## src/rtl/mem_arbiter.sv

```systemverilog
// Shared single-port memory arbiter for the IF fetch port and MEM data port.
// Optional IF starvation guard is enabled with `define MEM_ARB_STARVE_GUARD_EN.
module mem_arbiter #(
  parameter int ADDR_W      = 32,
  parameter int DATA_W      = 32,
  parameter int TIMEOUT     = 64,
  parameter int MAX_D_BURST = 4
) (
  input  logic              clk_i,
  input  logic              rst_i,
  input  logic              if_req_i,
  input  logic [ADDR_W-1:0] if_addr_i,
  output logic [DATA_W-1:0] if_rdata_o,
  output logic              if_ack_o,
  input  logic              dm_req_i,
  input  logic              dm_we_i,
  input  logic [ADDR_W-1:0] dm_addr_i,
  input  logic [DATA_W-1:0] dm_wdata_i,
  output logic [DATA_W-1:0] dm_rdata_o,
  output logic              dm_ack_o,
  output logic              mem_req_o,
  output logic              mem_we_o,
  output logic [ADDR_W-1:0] mem_addr_o,
  output logic [DATA_W-1:0] mem_wdata_o,
  input  logic              mem_ack_i,
  input  logic [DATA_W-1:0] mem_rdata_i,
  output logic              stall_o,
  output logic              err_o
);

  localparam int CNT_W = $clog2(TIMEOUT) + 1;

  typedef enum logic [1:0] {IDLE, GNT_I, GNT_D, DONE} state_t;

  state_t              state_q, state_d;
  logic                owner_d_q, owner_d_d;
  logic [CNT_W-1:0]    tmo_q, tmo_d;
  logic                mem_req_q, mem_req_d;
  logic                mem_we_q, mem_we_d;
  logic [ADDR_W-1:0]   mem_addr_q, mem_addr_d;
  logic [DATA_W-1:0]   mem_wdata_q, mem_wdata_d;
  logic [DATA_W-1:0]   if_rdata_q, if_rdata_d;
  logic [DATA_W-1:0]   dm_rdata_q, dm_rdata_d;
  logic                if_ack_q, if_ack_d;
  logic                dm_ack_q, dm_ack_d;
  logic                err_q, err_d;
  logic                take_d;

`ifdef MEM_ARB_STARVE_GUARD_EN
  localparam int BURST_W = $clog2(MAX_D_BURST + 1);
  logic [BURST_W-1:0]  burst_q, burst_d;
`else
  logic                unused_max_d_burst;
  assign unused_max_d_burst = |MAX_D_BURST;
`endif

  always_comb begin
    state_d     = state_q;
    owner_d_d   = owner_d_q;
    tmo_d       = tmo_q;
    mem_req_d   = mem_req_q;
    mem_we_d    = mem_we_q;
    mem_addr_d  = mem_addr_q;
    mem_wdata_d = mem_wdata_q;
    if_rdata_d  = if_rdata_q;
    dm_rdata_d  = dm_rdata_q;
    if_ack_d    = 1'b0;
    dm_ack_d    = 1'b0;
    err_d       = 1'b0;
    take_d      = dm_req_i;
`ifdef MEM_ARB_STARVE_GUARD_EN
    burst_d     = burst_q;
`endif
    case (state_q)
      IDLE: begin
`ifdef MEM_ARB_STARVE_GUARD_EN
        if (!if_req_i) burst_d = '0;
        if (if_req_i && burst_q >= BURST_W'(MAX_D_BURST)) take_d = 1'b0;
`endif
        if (take_d) begin
          state_d     = GNT_D;
          owner_d_d   = 1'b1;
          tmo_d       = '0;
          mem_req_d   = 1'b1;
          mem_we_d    = dm_we_i;
          mem_addr_d  = dm_addr_i;
          mem_wdata_d = dm_wdata_i;
`ifdef MEM_ARB_STARVE_GUARD_EN
          if (if_req_i) burst_d = burst_q + BURST_W'(1);
`endif
        end else if (if_req_i) begin
          state_d    = GNT_I;
          owner_d_d  = 1'b0;
          tmo_d      = '0;
          mem_req_d  = 1'b1;
          mem_we_d   = 1'b0;
          mem_addr_d = if_addr_i;
`ifdef MEM_ARB_STARVE_GUARD_EN
          burst_d    = '0;
`endif
        end
      end
      GNT_I, GNT_D: begin
        tmo_d = tmo_q + CNT_W'(1);
        if (mem_ack_i || tmo_q == CNT_W'(TIMEOUT - 1)) begin
          state_d   = DONE;
          mem_req_d = 1'b0;
          err_d     = !mem_ack_i;
          if (owner_d_q) begin
            dm_ack_d = 1'b1;
            if (!mem_we_q) dm_rdata_d = mem_ack_i ? mem_rdata_i : '1;
          end else begin
            if_ack_d   = 1'b1;
            if_rdata_d = mem_ack_i ? mem_rdata_i : '1;
          end
        end
      end
      default: state_d = IDLE;
    endcase
  end

  always_ff @(posedge clk_i) begin
    if (!rst_i) begin
      state_q     <= IDLE;
      owner_d_q   <= 1'b0;
      tmo_q       <= '0;
      mem_req_q   <= 1'b0;
      mem_we_q    <= 1'b0;
      mem_addr_q  <= '0;
      mem_wdata_q <= '0;
      if_rdata_q  <= '0;
      dm_rdata_q  <= '0;
      if_ack_q    <= 1'b0;
      dm_ack_q    <= 1'b0;
      err_q       <= 1'b0;
`ifdef MEM_ARB_STARVE_GUARD_EN
      burst_q     <= '0;
`endif
    end else begin
      state_q     <= state_d;
      owner_d_q   <= owner_d_d;
      tmo_q       <= tmo_d;
      mem_req_q   <= mem_req_d;
      mem_we_q    <= mem_we_d;
      mem_addr_q  <= mem_addr_d;
      mem_wdata_q <= mem_wdata_d;
      if_rdata_q  <= if_rdata_d;
      dm_rdata_q  <= dm_rdata_d;
      if_ack_q    <= if_ack_d;
      dm_ack_q    <= dm_ack_d;
      err_q       <= err_d;
`ifdef MEM_ARB_STARVE_GUARD_EN
      burst_q     <= burst_d;
`endif
    end
  end

  assign mem_req_o   = mem_req_q;
  assign mem_we_o    = mem_we_q;
  assign mem_addr_o  = mem_addr_q;
  assign mem_wdata_o = mem_wdata_q;
  assign if_rdata_o  = if_rdata_q;
  assign dm_rdata_o  = dm_rdata_q;
  assign if_ack_o    = if_ack_q;
  assign dm_ack_o    = dm_ack_q;
  assign err_o       = err_q;
  assign stall_o     = rst_i & ((if_req_i & ~if_ack_q) | (dm_req_i & ~dm_ack_q));

endmodule
```

## config.mk

```make
export PLATFORM = sky130hd
export DESIGN_NAME = mem_arbiter
export DESIGN_NICKNAME = d
export VERILOG_FILES = /design/src/rtl/mem_arbiter.sv
export SDC_FILE = /design/constraint.sdc
export NUM_CORES = 1
export LEC_CHECK = 0
export CAP_MARGIN = 25
export CORE_UTILIZATION = 35
export CTS_CLUSTER_DIAMETER = 30
export DETAILED_ROUTE_END_ITERATION = 8
export PLACE_DENSITY_LB_ADDON = 0.12
export REMOVE_ABC_BUFFERS = 1
export SYNTH_ARGS = -nofsm -noshare
export SYNTH_HDL_FRONTEND = slang
export SYNTH_SLANG_ARGS = --single-unit
```

## constraint.sdc

```tcl
create_clock -name clk_i -period 4.2 [get_ports clk_i]
set_clock_uncertainty 0.05 [all_clocks]
set_input_delay 1.26 -clock clk_i [delete_from_list [all_inputs] [get_ports clk_i]]
set_output_delay 1.26 -clock clk_i [all_outputs]
set_load 0.005 [all_outputs]
```

==> implementation parameters <==
Parameter                              Value

Die
  FP Rows    46
  Die Span X    130 um
  Initial standard-cell utilization of the core    35.9%
  Area of the die    0.0168 mm^2
  Vert. Die Dim    130 um
  Ports placed on the boundary    268
  Core outline area    0.0159 mm^2

Outcome
  Result of the run    complete, no violations

Run
  Max-Cap Viols    0

Routing
  Total vias in the final route    5,283
  Final ANT Viol Nets    0
  Per-cell via count in the routed design    4.97
  Number of design rule violations left after detail routing    0
  Wirelength per Cell    15.4 um
  DRT Wirelength    16,300 um
  1st-iter DRT viols    237
  1st-pass router iterations    5

Cells and area
  Number of antenna repair diodes    0
  Number of cells in the finished layout apart from fillers    1,062
  Area taken by multi-input logic gates    0.00258 mm^2
  Count of filler cells inserted in the layout    1,380
  Most common cell after layout, fill and taps aside    sky130_fd_sc_hd__clkdlybuf4s50_1
  Commonest cells after routing, fill and taps aside    sky130_fd_sc_hd__clkdlybuf4s50_1, sky130_fd_sc_hd__dfxtp_1, sky130_fd_sc_hd__nand2_1
  # nets final    972
  Synthesis-to-finish area growth    59.4%
  Post-route cell area    0.00908 mm^2
  Share of post-route cells with drive strength above 1    9.46%
  Flip-flop and latch area    0.00286 mm^2

Power
  Worst IR drop on VDD    0.272 mV
  Leakage power    3.63 nW
  Power density over cell area    553 mW/mm^2

Synth
  Number of enable-type register cells in the synthesized netlist    0
  Library cell with the largest summed area after synthesis    sky130_fd_sc_hd__dfxtp_1
  Post-synthesis async set-or-reset flop share    0%
  Yosys top cell area share    50.3%
  Syn Area/Cell    9.70 um^2
  Cell variety after synth    40
  Sequential share of the synthesized area    50.3%
  Main area contributors after synthesis    sky130_fd_sc_hd__dfxtp_1, sky130_fd_sc_hd__nand2_1, sky130_fd_sc_hd__o221a_2, sky130_fd_sc_hd__mux2i_1, sky130_fd_sc_hd__o211a_1
  Post-synthesis register bit count    143
  Synthesis Warnings    0
  Gate count after technology mapping    587
  Primary flip-flop cell chosen by synthesis mapping    sky130_fd_sc_hd__dfxtp_1
  Post-synthesis cell area    0.00570 mm^2

Timing
  Worst-case setup margin in the final layout    0.262 ns
  Measured slew at the worst slew-check pin    0.783 ns
  Setup repair after global routing missed its margin    false
  Max-slew violations    0
  Final Critical Period    3.94 ns
  Worst-case headroom to the max-slew limit    47.8%
  Peak Freq    254 MHz
  Hold Fails Final Rpt    0
  Number of setup violations in the final report    0
  Ratio of final minimum period to clock period    93.8%
  Total Negative Setup Slacks    0 ns

Clock network
  Root Buffer Master    sky130_fd_sc_hd__clkbuf_16
  Clock tree from TritonCTS    done
  Clk Latency, worst-skew pair    0.41 ns
  Post-cts sizing count    0
  TritonCTS Buffers    17
  Number of levels in the clock H-tree    4
  Number of buffers inserted to repair setup after CTS    0
  Clock Sinks    143
  Maximum clock insertion buffer count    2
  Post-CTS Hold Fix Bufs    0
  Clock edge transition at the registers on the reported setup and hold paths    0.06 ns

Placed design
  Placer Congestion    0.772
  Placement-stage cell area    0.00848 mm^2
  HPWL after detailed placement    11,600 um
  Pre-CTS worst setup slack    0.265 ns
  Buffers added on ports    267
  Post-Place Cells    1,031

GRT
  Total congestion overflow    0
  Pin count of the biggest net entering global routing    87
  Overall routing resource usage    19.4%
  First-pass GRT wire length    25,300 um
  Vias in the first global route    5,143
  Number of antenna violations at the first check in global routing    0

Critical path
  Slowest CP cell    sky130_fd_sc_hd__clkdlybuf4s50_1
  Capturing element type of the critical path    primary output
  Data arrival time of the critical path    2.63 ns
  Setup CP Type    in -> out
  Delay-heaviest family, CP    buffers and inverters
  Critical Path Max Stage Delay    0.53 ns
  Required arrival time at the worst endpoint    2.89 ns
  Largest fanout of any net on the critical path    4
  Top cell by count, worst path    sky130_fd_sc_hd__clkdlybuf4s50_1
  Kind of start point of the critical path    input pin
  Ordered cell list for the critical path    clkdlybuf4s50_1, inv_1, o22ai_1, and2_1, clkdlybuf4s50_1
  Buffers plus inverters on the worst setup path    3

Min path
  Tightest Hold Check Type    reg -> reg
-- synthesized netlist by cell type (4+ instances only) --
| master | number |
|---|---|
| sky130_fd_sc_hd__a21boi_0 | 35 |
| sky130_fd_sc_hd__a21oi_1 | 5 |
| sky130_fd_sc_hd__buf_2 | 18 |
| sky130_fd_sc_hd__clkbuf_1 | 26 |
| sky130_fd_sc_hd__dfxtp_1 | 143 |
| sky130_fd_sc_hd__inv_1 | 4 |
| sky130_fd_sc_hd__mux2i_1 | 33 |
| sky130_fd_sc_hd__nand2_1 | 104 |
| sky130_fd_sc_hd__nand3_1 | 5 |
| sky130_fd_sc_hd__nor2_1 | 70 |
| sky130_fd_sc_hd__o211a_1 | 32 |
| sky130_fd_sc_hd__o21ai_0 | 5 |
| sky130_fd_sc_hd__o221a_2 | 31 |
| sky130_fd_sc_hd__o221ai_1 | 32 |
| sky130_fd_sc_hd__xnor2_1 | 4 |
-- kinds of logic after synthesis --
kind of cell	Yosys count	share of synthesized area (%)
multiplexers	33	5.80
adder cells (fa/ha/maj)	3	0.659
buffers and inverters	55	4.66
flip-flops	143	50.3
XOR/XNOR	4	0.615
AO/OA/AOI/OAI	149	23.3
AND/OR/NAND/NOR	200	14.7
-- worst register-to-register path, cell delays in order, from the launching register on --
cell	delay, ns
sky130_fd_sc_hd__dfxtp_1	0.36
sky130_fd_sc_hd__inv_1	0.06
sky130_fd_sc_hd__ha_1	0.53
sky130_fd_sc_hd__nand3_1	0.18
sky130_fd_sc_hd__o21ai_2	0.64
sky130_fd_sc_hd__buf_4	0.37
sky130_fd_sc_hd__nor2_1	0.08
sky130_fd_sc_hd__nor2_1	0.08
-- final cells by class --
| class | count | area share (%) |
|---|---|---|
| Sequential cell | 143 | 31.5 |
| Clock buffer | 24 | 5.41 |
| Clock inverter | 6 | 0.909 |
| Inverter | 4 | 0.165 |
| Timing Repair Buffer | 280 | 30.6 |
| Tap cell | 216 | 2.98 |
| Multi-Input combinational cell | 389 | 28.4 |
-- final timing paths --
path / slack [ns] / from / cells past startpoint / endpoint
setup / recovery: 0.26 / if_req_i / 5 / stall_o
hold / removal: 0.41 / mem_wdata_o[20]$_SDFFE_PN0P_ / 2 / mem_wdata_o[20]$_SDFFE_PN0P_
setup reg to reg: 1.78 / state_q[0]$_SDFFE_PN0P_ / 7 / dm_rdata_o[20]$_SDFFE_PN0P_
hold reg to reg: 0.41 / mem_wdata_o[20]$_SDFFE_PN0P_ / 2 / mem_wdata_o[20]$_SDFFE_PN0P_
-- report_power, final --
| group | leakage (nW) | internal, mW | switching (mW) | total, mW |
|---|---|---|---|---|
| sequential | 1.17 | 1.68 | 0.180 | 1.86 |
| combinational | 2.18 | 0.978 | 0.728 | 1.71 |
| clock | 0.282 | 0.928 | 0.534 | 1.46 |
| total | 3.63 | 3.58 | 1.44 | 5.03 |
-- sequential cells by signal, summed over array words and instances, names as in the netlist --
name / count
mem_wdata_o: 32
if_ack_o: 1
tmo_q: 7
dm_ack_o: 1
dm_rdata_o: 32
mem_req_o: 1
if_rdata_o: 32
state_q: 2
mem_we_o: 1
mem_addr_o: 32
owner_d_q: 1
err_o: 1
-- through the flow --
| stage | hold slack, ns | util (%) | total power [mW] |
|---|---|---|---|
| after global placement | 0.401 | 53.4 | 3.54 |
| after CTS | 0.420 | 57.0 | 5.07 |
| final | 0.413 | 57.2 | 5.03 |
| after floorplan | 0.410 | - | 2.57 |
| after detailed placement | 0.410 | 53.4 | 3.58 |
| after global routing | 0.432 | 57.2 | 5.32 |
-- per-layer routing --
metal | up-vias | GRT usage, % | part of all wire, %
met2 | 194 | 33.0 | 49
li1 | 2603 | - | -
met3 | 22 | 6.03 | 7.8
met4 | 0 | 8.69 | 1.7
met1 | 2464 | 22.4 | 42
met5 | - | 0 | 0
(Power assumes the default switching activity.)
